`src/rtl/mux_lanes_pkg.sv`:
```
// Shared constants for the two-lane merge block: default widths, lane ids, derived pointer/count widths.
package mux_lanes_pkg;
    localparam int DATA_WIDTH = 4;
    localparam int FIFO_DEPTH = 4;
    localparam int PTR_W      = $clog2(FIFO_DEPTH);
    localparam int CNT_W      = PTR_W + 1;

    localparam logic LANE0 = 1'b0;
    localparam logic LANE1 = 1'b1;
endpackage

```
`src/rtl/mux2_1_lanes_arb_lane_fifo.sv`:
```
// Per-lane FIFO: head visible combinationally, pop applies at the clock edge.
// Latency: a word pushed at edge N is at the head after edge N.
// Backpressure: full blocks pushes; a push into a full FIFO is dropped and flagged, even with a same-cycle pop.
module lane_fifo
    import mux_lanes_pkg::*;
#(
    parameter int DATA_WIDTH = mux_lanes_pkg::DATA_WIDTH,
    parameter int FIFO_DEPTH = mux_lanes_pkg::FIFO_DEPTH
) (
    input  logic                  clk,
    input  logic                  reset_L,
    input  logic                  push,
    input  logic                  pop,
    input  logic [DATA_WIDTH-1:0] data_in,
    output logic [DATA_WIDTH-1:0] head,
    output logic                  empty,
    output logic                  full,
    output logic                  overflow
);
    localparam int PW = $clog2(FIFO_DEPTH);
    localparam int CW = PW + 1;

    logic [DATA_WIDTH-1:0] mem_q [FIFO_DEPTH];
    logic [PW-1:0]         wr_ptr_q, wr_ptr_d;
    logic [PW-1:0]         rd_ptr_q, rd_ptr_d;
    logic [CW-1:0]         count_q, count_d;
    logic                  push_ok, pop_ok;

    assign full     = (count_q == CW'(FIFO_DEPTH));
    assign empty    = (count_q == '0);
    assign push_ok  = push && !full;
    assign pop_ok   = pop && !empty;
    assign overflow = push && full;
    assign head     = mem_q[rd_ptr_q];

    // Power-of-two depth lets the pointers wrap by natural overflow.
    always_comb begin
        wr_ptr_d = wr_ptr_q + PW'(push_ok);
        rd_ptr_d = rd_ptr_q + PW'(pop_ok);
        count_d  = count_q;
        if (push_ok && !pop_ok)
            count_d = count_q + CW'(1);
        else if (!push_ok && pop_ok)
            count_d = count_q - CW'(1);
    end

    always_ff @(posedge clk or negedge reset_L) begin
        if (!reset_L) begin
            wr_ptr_q <= '0;
            rd_ptr_q <= '0;
            count_q  <= '0;
        end else begin
            wr_ptr_q <= wr_ptr_d;
            rd_ptr_q <= rd_ptr_d;
            count_q  <= count_d;
        end
    end

    always_ff @(posedge clk) begin
        if (push_ok)
            mem_q[wr_ptr_q] <= data_in;
    end
endmodule

```
`src/rtl/mux2_1_lanes_arb.sv`:
```
// Two-lane merge: per-lane FIFOs, round-robin arbiter, registered valid/ready output tagged with source lane.
// Latency: push at edge N into an empty block shows valid_out after edge N+1; one word per cycle sustained.
// Backpressure: valid_out && !ready_out freezes the output stage; lanes fill to full. MUX_LANE_PARITY_EN adds parity_out.
module mux2_1_lanes_arb
    import mux_lanes_pkg::*;
#(
    parameter int DATA_WIDTH = mux_lanes_pkg::DATA_WIDTH,
    parameter int FIFO_DEPTH = mux_lanes_pkg::FIFO_DEPTH
) (
    input  logic                  clk,
    input  logic                  reset_L,
    input  logic                  push0,
    input  logic [DATA_WIDTH-1:0] data_in0,
    input  logic                  push1,
    input  logic [DATA_WIDTH-1:0] data_in1,
    output logic                  full0,
    output logic                  full1,
    input  logic                  ready_out,
    output logic                  valid_out,
    output logic [DATA_WIDTH-1:0] data_out,
    output logic                  select_out,
`ifdef MUX_LANE_PARITY_EN
    output logic                  overflow_err,
    output logic                  parity_out
`else
    output logic                  overflow_err
`endif
);
    logic [DATA_WIDTH-1:0] head0, head1, head_sel;
    logic                  empty0, empty1, ovf0, ovf1;
    logic                  pop0, pop1;
    logic                  grant, any_vld, advance, load;

    logic                  valid_q, valid_d;
    logic [DATA_WIDTH-1:0] data_q, data_d;
    logic                  sel_q, sel_d;
    logic                  last_q, last_d;
    logic                  ovf_q, ovf_d;

    lane_fifo #(.DATA_WIDTH(DATA_WIDTH), .FIFO_DEPTH(FIFO_DEPTH)) u_lane0 (
        .clk(clk), .reset_L(reset_L), .push(push0), .pop(pop0), .data_in(data_in0),
        .head(head0), .empty(empty0), .full(full0), .overflow(ovf0)
    );

    lane_fifo #(.DATA_WIDTH(DATA_WIDTH), .FIFO_DEPTH(FIFO_DEPTH)) u_lane1 (
        .clk(clk), .reset_L(reset_L), .push(push1), .pop(pop1), .data_in(data_in1),
        .head(head1), .empty(empty1), .full(full1), .overflow(ovf1)
    );

    // Strict alternation only when both lanes compete; a lone lane always wins.
    always_comb begin
        if (!empty0 && !empty1)
            grant = ~last_q;
        else
            grant = empty0 ? LANE1 : LANE0;
    end

    assign any_vld  = !empty0 || !empty1;
    assign advance  = !valid_q || ready_out;
    assign load     = advance && any_vld;
    assign pop0     = load && (grant == LANE0);
    assign pop1     = load && (grant == LANE1);
    assign head_sel = (grant == LANE1) ? head1 : head0;

    always_comb begin
        valid_d = advance ? any_vld : valid_q;
        data_d  = load ? head_sel : data_q;
        sel_d   = load ? grant : sel_q;
        last_d  = load ? grant : last_q;
        ovf_d   = ovf_q | ovf0 | ovf1;
    end

    always_ff @(posedge clk or negedge reset_L) begin
        if (!reset_L) begin
            valid_q <= 1'b0;
            data_q  <= '0;
            sel_q   <= LANE0;
            last_q  <= LANE1;
            ovf_q   <= 1'b0;
        end else begin
            valid_q <= valid_d;
            data_q  <= data_d;
            sel_q   <= sel_d;
            last_q  <= last_d;
            ovf_q   <= ovf_d;
        end
    end

`ifdef MUX_LANE_PARITY_EN
    logic par_q, par_d;

    assign par_d = load ? ^{grant, head_sel} : par_q;

    always_ff @(posedge clk or negedge reset_L) begin
        if (!reset_L)
            par_q <= 1'b0;
        else
            par_q <= par_d;
    end

    assign parity_out = par_q;
`endif

    assign valid_out    = valid_q;
    assign data_out     = data_q;
    assign select_out   = sel_q;
    assign overflow_err = ovf_q;
endmodule
```
`config.mk`:
```
export PLATFORM = sky130hd
export DESIGN_NAME = mux2_1_lanes_arb
export DESIGN_NICKNAME = d
export VERILOG_FILES = /design/src/rtl/mux_lanes_pkg.sv /design/src/rtl/mux2_1_lanes_arb_lane_fifo.sv /design/src/rtl/mux2_1_lanes_arb.sv
export SDC_FILE = /design/constraint.sdc
export NUM_CORES = 1
export LEC_CHECK = 0
export BUFFER_PORTS_ARGS = -buffer_cell sky130_fd_sc_hd__buf_2
export CAP_MARGIN = 5
export CORE_AREA = 2 2 113 71
export CTS_BUF_LIST = sky130_fd_sc_hd__clkbuf_2
export DETAILED_ROUTE_END_ITERATION = 8
export DIE_AREA = 0 0 115 73
export HOLD_SLACK_MARGIN = 0.15
export SLEW_MARGIN = 5
export SYNTH_ARGS = -nofsm -noshare
export SYNTH_HDL_FRONTEND = slang
export SYNTH_SLANG_ARGS = --single-unit
```
`constraint.sdc`:
```
create_clock -name clk -period 2.45 [get_ports clk]
set_input_delay 0.1225 -clock clk [delete_from_list [all_inputs] [get_ports clk]]
set_output_delay 0.1225 -clock clk [all_outputs]
set_load 0.05 [all_outputs]
```
==> flow_summary.yaml <==
logic_synthesis:
  syn-cell-area_sq_um: 2216
  synth_most_common_cell: "edfxtp_1"
  synth_cells: 128
  synthTopCellsByCount: "edfxtp_1, dfrtp_1, mux4_2, xor2_1"
  synth_flop_cell: "edfxtp_1"
  ys_types: 28
  avgSynthCellArea_sq_um: 17.31
  synth_top_cell_by_area: "edfxtp_1"
  syn_nets: 149
  ys_async_sr_fraction_pct: 40.74
  synth.top_cell.area_share_pct: 43.37
  yosysSeqAreaShare_pct: 68.27
  yosysWarnings: 0
  synth_area_leaders: "edfxtp_1, dfrtp_1, mux4_2"
  synth-seq-cells: 54
  synth_edf_count: 32
routing:
  wl_mm: 4.005
  wl_per_cell_um: 14.72
  ant_nets: 0
  drc: 0
  vias: 1208
  dr.first_iter.drc_count: 28
  drt_pass1_iterations: 4
  drt-vias-per-instance: 4.441
global_route:
  groute.layer.met2.usage_pct: 14.84
  grt_pass1_vias: 1291
  met1_usage_pct: 16.95
  grt_antenna_before_repair: 0
  grt_pass1_wl_mm: 6.824
  grtUsageTotal_pct: 10.82
  use_met3_pct: 2.409
  busiest_layer: "met1"
  grt_max_degree: 19
  overflow: 0
run:
  maxCapViolCount: 0
clock_tree:
  post_cts_resized: 0
  clk_path_buf_depth: 2
  h-tree-depth: 2
  hold_buffers: 14
  clk_pin_slew_ns: 0.26
  tritoncts: "built"
  cts_root_buf: "clkbuf_2"
  clock_latency_ns: 0.42
  clock_sinks: 54
  cts_setup_buffers: 0
  cts-buffers-inserted: 5
placement:
  place.gp.congestion: 0.7042
  io_buffers: 21
  dpl.hpwl_mm: 3.004
  placedCellCount: 250
hold_path:
  hp-class: "input pin to flop"
  whs_path_depth: 4
  holdPathEnd: "valid_out"
  hold_start: "ready_out"
sta:
  finalMaxSlewViolations: 0
  worst_pin_slew_ns: 0.4078
  final-hold-violation-count: 0
  fin_crit_sh_pct: 92.09
  skew_ns: 0.03029
  slew_headroom_pct: 72.81
  fin_crit_ns: 2.256
  setup_violations: 0
  tns_ns: 0
  fmax_mhz: 443.2
  rsz0062_at_grt: "false"
floorplan:
  pin_count: 22
  die_w_um: 115
  start_util_pct: 29.52
  die_y_um: 73
  num_rows: 25
  die_area_sq_um: 8395
  core_sq_um: 7507
critical_path:
  crit_required_ns: 2.81
  r2r-start: "u_lane1.count_q[0]"
  rr_worst_depth: 8
  worstPathMaxFanout: 5
  start_kind: "flop"
  critical_path_class: "flop to flop"
  reg2reg_setup_slack_ns: 0.19
  rr_endpoint: "u_lane1.count_q[2]"
  end_kind: "flop"
  arrival_ns: 2.61
finish:
  syn_to_final_growth_pct: 22.08
  fin_cells: 272
  final_nets: 198
  drive_above_1_share_pct: 32.02
  diodes: 0
power:
  p_per_area_nw_per_um2: 1139
  p_leak_nw: 1.062
  vdd.ir_drop.worst_uv: 634.6
status:
  status: "finished clean"
==> layout by cell type, fill, tap and decap left out, types with 3 or more instances in the layout <==
cell,instances
edfxtp_1,32
dfrtp_1,21
buf_2,21
dlygate4sd3_1,14
buf_4,9
xor2_1,8
mux4_2,8
ha_1,6
clkbuf_2,6
inv_1,5
a221o_1,5
nor3b_1,4
and4_1,4
nand2b_1,3
inv_2,3
nor3_1,3
nor2_1,3
==> worst max-delay path, cell delays in order, from the launching register on <==
cell and delay [ns]:
dfrtp_1 0.53, or3_1 0.43, nand3_1 0.18, ha_1 0.22
inv_1 0.06, fa_1 0.37, xor2_1 0.15, nor2_1 0.11
xor2_1 0.15
==> flip-flops by register name, summed over array words and instances, names as in the netlist <==
register	cells
overflow_err	1
u_lane1.rd_ptr_q	2
u_lane0.mem_q	16
data_out	4
valid_out	1
u_lane1.count_q	3
u_lane1.mem_q	16
u_lane0.rd_ptr_q	2
last_q	1
u_lane1.wr_ptr_q	2
u_lane0.wr_ptr_q	2
u_lane0.count_q	3
select_out	1
==> per-layer routing <==
metal  up-vias  routed length, um
met3         2                107
met2        16               1655
met1       605               2228
li1        585                  -
met5         -                  0
met4         0                 14
==> how the worst max path moves through the flow <==
stage / cells past startpoint / start / slack (ns) / end
4_1_cts: 8 / u_lane1.count_q[0] / 0.18 / u_lane1.count_q[2]
2_1_floorplan: 7 / u_lane1.count_q[0] / 0.13 / u_lane1.count_q[1]
5_1_grt: 8 / u_lane1.count_q[0] / 0.05 / u_lane1.count_q[2]
6_report: 8 / u_lane1.count_q[0] / 0.19 / u_lane1.count_q[2]
3_5_place_dp: 8 / u_lane1.count_q[0] / 0.23 / u_lane1.count_q[2]
3_3_place_gp: 6 / u_lane0.count_q[1] / 0.23 / u_lane1.count_q[1]
==> cell type report <==
type                       instances  area [sq um]
fill                             732          4802
sequential                        54          1513
multi-input combinational         64         688.2
timing repair buffer              44         312.8
tap                               94         117.6
clock buffer                       6         30.03
inverter                           8         30.03
clock inverter                     2         13.76
==> power by group <==
group          total [W]  internal (W)  switching, W
Combinational    0.00120      0.000575      0.000623
Sequential       0.00154       0.00127      0.000274
Clock           0.000343     0.0000756      0.000267
==> logic make-up (layout without fill, tap and decap cells) <==
logic type,count (synthesis),after routing,share of synthesized area (%)
adder cells (fa/ha/maj),8,8,5.195
buffers and inverters,10,60,1.694
AO/OA/AOI/OAI,11,11,4.348
XOR/XNOR,10,10,3.953
AND/OR/NAND/NOR,25,25,7.396
multiplexers,10,10,9.147
flip-flops,54,54,68.27
==> through the flow <==
stage                     setup WS, ns  hold slack, ns  util (%)  instance area [sq um]  power [W]
after floorplan                 0.1317         -0.1731         -                   2238   0.002393
after global placement          0.2331          0.1200     33.58                   2521   0.002737
after detailed placement        0.2302          0.1242     33.58                   2521   0.002767
after CTS                       0.1821          0.1647     36.03                   2705   0.003122
after global routing           0.05235          0.1699     36.03                   2705   0.003321
final                           0.1939          0.1740     36.03                   2705   0.003081
(Power assumes the default switching activity.)
